## src/rtl/dac_if_pkg.sv

```systemverilog
// Shared definitions for the serial DAC interface.
// Covers the FSM encoding, the command-word field positions and the frame-length arithmetic.
package dac_if_pkg;

  typedef enum logic [2:0] {
    ST_IDLE  = 3'd0,
    ST_SETUP = 3'd1,
    ST_SHIFT = 3'd2,
    ST_HOLD  = 3'd3,
    ST_GAP   = 3'd4
  } dac_state_t;

  localparam int DAC_WORD_W   = 16;
  localparam int DAC_CH_BIT   = 15;
  localparam int DAC_CODE_MSB = 11;
  localparam int DAC_CODE_LSB = 4;

  // Total clk cycles from the first cycle of CS_N low to the earliest start of the next frame.
  function automatic int frame_len(input int cs_setup, input int clk_div, input int word_w,
                                   input int cs_hold, input int cs_idle);
    return cs_setup + 2 * clk_div * word_w + cs_hold + cs_idle;
  endfunction

  function automatic int max3(input int a, input int b, input int c);
    int m;
    m = (a > b) ? a : b;
    return (m > c) ? m : c;
  endfunction

endpackage

```

## src/rtl/dac_sclk_tick.sv

```systemverilog
// Half-period timer for SCLK: o_tick marks the last clk cycle of each CLK_DIV-long half period.
module dac_sclk_tick
  import dac_if_pkg::*;
#(
  parameter int CLK_DIV = 4
) (
  input  logic clk,
  input  logic rst,
  input  logic i_en,
  output logic o_tick
);

  localparam int DIV_W = (CLK_DIV > 1) ? $clog2(CLK_DIV) : 1;

  logic [DIV_W-1:0] r_div;

  assign o_tick = i_en && (r_div == DIV_W'(CLK_DIV - 1));

  // NOTE: registers use non-blocking assignments so every flop samples pre-edge values.
  always_ff @(posedge clk or negedge rst) begin
    if (!rst)                r_div <= '0;
    else if (!i_en || o_tick) r_div <= '0;
    else                     r_div <= r_div + 1'b1;
  end

endmodule

```

## src/rtl/dac_serial_if.sv

```systemverilog
// Shifts 16-bit DAC command words MSB-first over a CS_N/SCLK/DIN link.
// Holds one pending word so a strobe that arrives mid-frame is not lost.
module dac_serial_if
  import dac_if_pkg::*;
#(
  parameter int CLK_DIV  = 4,
  parameter int WORD_W   = DAC_WORD_W,
  parameter int CS_SETUP = 2,
  parameter int CS_HOLD  = 2,
  parameter int CS_IDLE  = 4
) (
  input  logic              clk,
  input  logic              rst,
  input  logic [WORD_W-1:0] dac_value,
  input  logic              dac_set,
  output logic              dac_cs_n,
  output logic              dac_sclk,
  output logic              dac_din,
  output logic              busy,
  output logic              done,
  output logic              overrun
);

  localparam int CNT_W = $clog2(max3(CS_SETUP, CS_HOLD, CS_IDLE) + 1);

  dac_state_t        r_state;
  dac_state_t        w_next;
  logic [CNT_W-1:0]  r_cnt;
  logic [WORD_W-1:0] r_shift;
  logic [WORD_W-1:0] r_pend;
  logic              r_pend_v;
  logic              r_set_d;
  logic              r_phase;
  logic [4:0]        r_bit_cnt;
  logic              r_overrun;

  logic              w_req;
  logic              w_tick;
  logic              w_last_bit;
  logic              w_gap_end;
  logic              w_load;
  logic [WORD_W-1:0] w_load_word;
  logic              w_in_frame;

  assign w_req       = dac_set && !r_set_d;
  assign w_last_bit  = (r_bit_cnt == 5'(WORD_W - 1));
  assign w_gap_end   = (r_state == ST_GAP) && (r_cnt == CNT_W'(CS_IDLE - 1));
  // A strobe landing on the GAP exit cycle starts the next frame directly instead of being buffered.
  assign w_load      = ((r_state == ST_IDLE) && w_req) ||
                       (w_gap_end && (r_pend_v || w_req));
  assign w_load_word = w_req ? dac_value : r_pend;

  dac_sclk_tick #(.CLK_DIV(CLK_DIV)) u_tick (
    .clk    (clk),
    .rst    (rst),
    .i_en   (r_state == ST_SHIFT),
    .o_tick (w_tick)
  );

  always_ff @(posedge clk or negedge rst) begin
    if (!rst) r_state <= ST_IDLE;
    else      r_state <= w_next;
  end

  // NOTE: default assignment first so no path through the case leaves w_next unassigned (no latch).
  always_comb begin
    w_next = r_state;
    unique case (r_state)
      ST_IDLE:  if (w_req) w_next = ST_SETUP;
      ST_SETUP: if (r_cnt == CNT_W'(CS_SETUP - 1)) w_next = ST_SHIFT;
      ST_SHIFT: if (w_tick && r_phase && w_last_bit) w_next = ST_HOLD;
      ST_HOLD:  if (r_cnt == CNT_W'(CS_HOLD - 1)) w_next = ST_GAP;
      ST_GAP:   if (w_gap_end) w_next = (r_pend_v || w_req) ? ST_SETUP : ST_IDLE;
      default:  w_next = ST_IDLE;
    endcase
  end

  always_comb begin
    w_in_frame = (r_state == ST_SETUP) || (r_state == ST_SHIFT) || (r_state == ST_HOLD);
    dac_cs_n   = !w_in_frame;
    dac_sclk   = !((r_state == ST_SHIFT) && !r_phase);
    dac_din    = w_in_frame && r_shift[WORD_W-1];
    busy       = (r_state != ST_IDLE);
    done       = (r_state == ST_GAP) && (r_cnt == '0);
    overrun    = r_overrun;
  end

  always_ff @(posedge clk or negedge rst) begin
    if (!rst) begin
      r_set_d   <= 1'b0;
      r_cnt     <= '0;
      r_shift   <= '0;
      r_phase   <= 1'b0;
      r_bit_cnt <= '0;
      r_pend_v  <= 1'b0;
      r_overrun <= 1'b0;
    end else begin
      r_set_d   <= dac_set;
      r_overrun <= w_req && r_pend_v && (r_state != ST_IDLE);

      if ((w_next != r_state) || (r_state == ST_SHIFT) || (r_state == ST_IDLE)) r_cnt <= '0;
      else                                                                      r_cnt <= r_cnt + 1'b1;

      // The DAC samples on the falling edge, so DIN advances on the rising edge that ends the low half.
      if (w_load)                                        r_shift <= w_load_word;
      else if ((r_state == ST_SHIFT) && w_tick && !r_phase) r_shift <= {r_shift[WORD_W-2:0], 1'b0};

      if (r_state != ST_SHIFT) r_phase <= 1'b0;
      else if (w_tick)         r_phase <= !r_phase;

      if (r_state != ST_SHIFT)                      r_bit_cnt <= '0;
      else if (w_tick && r_phase && !w_last_bit)    r_bit_cnt <= r_bit_cnt + 1'b1;

      if (w_gap_end && (r_pend_v || w_req))         r_pend_v <= 1'b0;
      else if (w_req && (r_state != ST_IDLE))       r_pend_v <= 1'b1;
    end
  end

  // NOTE: the pending data word has no reset; r_pend_v alone decides whether it is ever used.
  always_ff @(posedge clk) begin
    if (w_req && (r_state != ST_IDLE) && !w_gap_end) r_pend <= dac_value;
  end

endmodule

```

## config.mk

```make
export PLATFORM = sky130hd
export DESIGN_NAME = dac_serial_if
export DESIGN_NICKNAME = d
export VERILOG_FILES = /design/src/rtl/dac_if_pkg.sv /design/src/rtl/dac_sclk_tick.sv /design/src/rtl/dac_serial_if.sv
export SDC_FILE = /design/constraint.sdc
export NUM_CORES = 1
export LEC_CHECK = 0
export ABC_AREA = 1
export CORE_ASPECT_RATIO = 2
export CORE_MARGIN = 5
export CORE_UTILIZATION = 45
export CTS_CLUSTER_DIAMETER = 40
export DETAILED_ROUTE_END_ITERATION = 8
export PLACE_DENSITY = 0.66
export SLEW_MARGIN = 20
export SYNTH_ARGS = -nofsm -noshare
export SYNTH_HDL_FRONTEND = slang
export SYNTH_SLANG_ARGS = --single-unit
```

## constraint.sdc

```tcl
create_clock -name clk -period 2.5 [get_ports clk]
set_input_delay 0.75 -clock clk [delete_from_list [all_inputs] [get_ports clk]]
set_output_delay 0.75 -clock clk [all_outputs]
set_load 0.01 [all_outputs]
```

==> reports/qor.txt, run 1 <==
status -> finished clean
share of layout cells above drive strength 1 -> 19.0%
DR pass1 iterations -> 4
IO buf count -> 24
max_cap viols -> 0
Tcrit/Tclk final -> 96.9%
clock tree buffer depth -> 2
Peak VDD IR -> 0.000447 V
GR Util All Layers -> 14.0%
setup tns final -> 0 ns
ANT cells -> 0
P per Cell Area -> 504 nW/um2
Final Instance Count excl. Fillers -> 350
top cell type's share of synthesized area -> 33.9%
clk root buf -> clkbuf_8
final max-slew violation count -> 0
Clock Skew -> 0.0160 ns
Num Clock Sinks -> 49
Rel. slew slack -> 71.4%
DP Cell Count -> 338
cell area after synthesis -> 2440 um2
vias -> 1,766
Critical Path End Type -> output port
maximum fanout along the worst path -> 5
vias in the first global route -> 1,765
Critical Path AT -> 1.67 ns
# rows -> 38
Util after Layout -> 53.8%
CTS tree -> yes
Yosys cell types -> 28
Post-Synthesis Cells -> 256
Synth area leader -> dfrtp_1
Design Area, Final -> 2890 um2
initial antenna violation count -> 0
Syn. warnings -> 0
initial drt markers -> 46
dpl ws -> 0.253 ns
WHS -> 0.440 ns
io pins -> 25
post-placement cell area -> 2750 um2
Initial Utilization -> 45.4%
remaining routing DRC violations -> 0
Final ANT Viol Nets -> 0
most common cell after layout, fill and taps aside -> nand2_1
vias per cell -> 5.05
die area -> 7080 um2
Worst Path Required -> 1.75 ns
Synth Register Bits -> 49
Area contributors post-synth -> dfrtp_1, edfxtp_1, nand2_1
Hold Vio Cnt, Final -> 0
DRT Wirelength -> 4320 um
CTS Buf Count -> 5
drt wl/cell -> 12.3 um
nets -> 315
GP Congestion -> 0.738
core area -> 5370 um2
Total Power -> 1.46 mW
Critical Setup Path Class -> register to output port
post-synthesis net count -> 282
die height -> 114 um
Setup WS post-layout -> 0.0768 ns
first-pass GRT wire length -> 7620 um
largest net degree at the start of global routing -> 34
RSZ-0062 raised after global routing -> no
clk_lat worst skew -> 0.31 ns
Post-Syn Area per Cell -> 9.53 um2
Hold-fix buffers, CTS -> 0
min Tclk post-route -> 2.42 ns
die width -> 62.1 um
area delta synth->final -> 18.5%
post-synthesis sequential area ratio -> 53.6%
setup violators final -> 0
CP Launch Type -> register
clk slew on worst S/H paths -> 0.10 ns
Slew @ Worst Pin -> 0.429 ns
leak pwr -> 1.30 nW
Fmax achieved -> 413 MHz
DP HPWL -> 3160 um
Worst Hold Class -> register to register
total congestion overflow -> 0
most frequent cells in the layout -> nand2_1, dfrtp_1, clkdlybuf4s50_1
H-tree levels -> 2
==> worst paths after layout <==
kind                                           start                         to  slack (ns)  cells past startpoint
max                             r_state[1]$_DFF_PN0_                   dac_cs_n        0.08                      4
min                        u_tick.r_div[0]$_DFF_PN0_  u_tick.r_div[0]$_DFF_PN0_        0.44                      1
max reg2reg                       r_cnt[0]$_DFF_PN0_       r_pend[14]$_DFFE_PP_        0.81                      6
min reg2reg                u_tick.r_div[0]$_DFF_PN0_  u_tick.r_div[0]$_DFF_PN0_        0.44                      1
max in group asynchronous                        rst       r_state[0]$_DFF_PN0_        1.33                      2
min in group asynchronous                        rst   r_bit_cnt[3]$_DFFE_PN0P_        0.84                      2
==> cell usage after synthesis <==
master and number:
nor2_4 2, nand2_8 1, o31ai_1 2, nand3_4 1, dfrtp_1 33, buf_6 1, nand3_1 11, edfxtp_1 16
buf_2 4, xor2_1 1, nand2_4 1, nor3_1 2, nand4_1 18, o21ai_0 5, inv_1 17, or2_1 1
o21ai_2 1, a21oi_1 3, nand2_2 12, nand2_1 86, nor2_1 13, ha_1 7, nand3_2 10, inv_2 4
buf_4 1, buf_12 1, nor2_8 1, nand4_2 1
==> power by group <==
group / total (mW) / internal, mW / switching (mW)
clock network: 0.522 / 0.260 / 0.261
registers: 0.846 / 0.843 / 0.00357
logic: 0.0886 / 0.0424 / 0.0462
total: 1.46 / 1.15 / 0.311
==> routing by layer <==
layer / vias up / part of all wire (%) / GRT usage [%]
met2: 25 / 54 / 24.7
met3: 5 / 3.4 / 2.37
met1: 828 / 41 / 15.9
met4: 0 / 1.5 / 5.52
met5: - / 0 / 0
li1: 908 / - / -
==> sequential cells by signal, indices dropped and copies added (netlist names) <==
name	count
r_pend_v	1
r_set_d	1
r_bit_cnt	5
r_cnt	3
r_pend	16
r_shift	16
u_tick.r_div	2
r_state	3
r_phase	1
overrun	1
==> critical path, stage by stage (launching register included) <==
cell and delay, ns:
dfrtp_2 0.47, nor2_4 0.17, inv_2 0.08, nand2_1 0.10, clkdlybuf4s50_1 0.54
==> logic make-up after synthesis <==
kind of cell / count (synthesis) / synth area share (%)
xor gates and xnor gates: 1 / 0.359
DFF: 49 / 53.6
AOI/OAI and AO/OA: 11 / 2.62
and+or+nand+nor: 160 / 34.2
buffers and inverters: 28 / 5.64
adders and majority gates: 7 / 3.59
==> area by class of cell <==
class / instances / area (um2)
repair buffers: 33 / 323
clock buffers: 7 / 97.6
fillers: 498 / 2480
inverters: 21 / 78.8
multi-input cells: 179 / 997
clock inverters: 1 / 8.76
flip-flops and latches: 49 / 1310
well taps: 60 / 75.1
==> what timing repair did <==
action,4_1_cts,5_1_grt
endpoints found under the hold margin,0,0
resized for setup,3,3
cloned,0,0
buffers inserted,0,4
pin swaps,0,1
endpoints found under the setup margin,2,4
(Power assumes the default switching activity.)
==> run 2: changes to the inputs <==
- TNS_END_PERCENT: default -> 1
==> results of run 2 <==
The final DEF is identical to that of run 1; final timing and power are the same.
Among the figures that moved: number of gates resized after CTS 3 -> 2
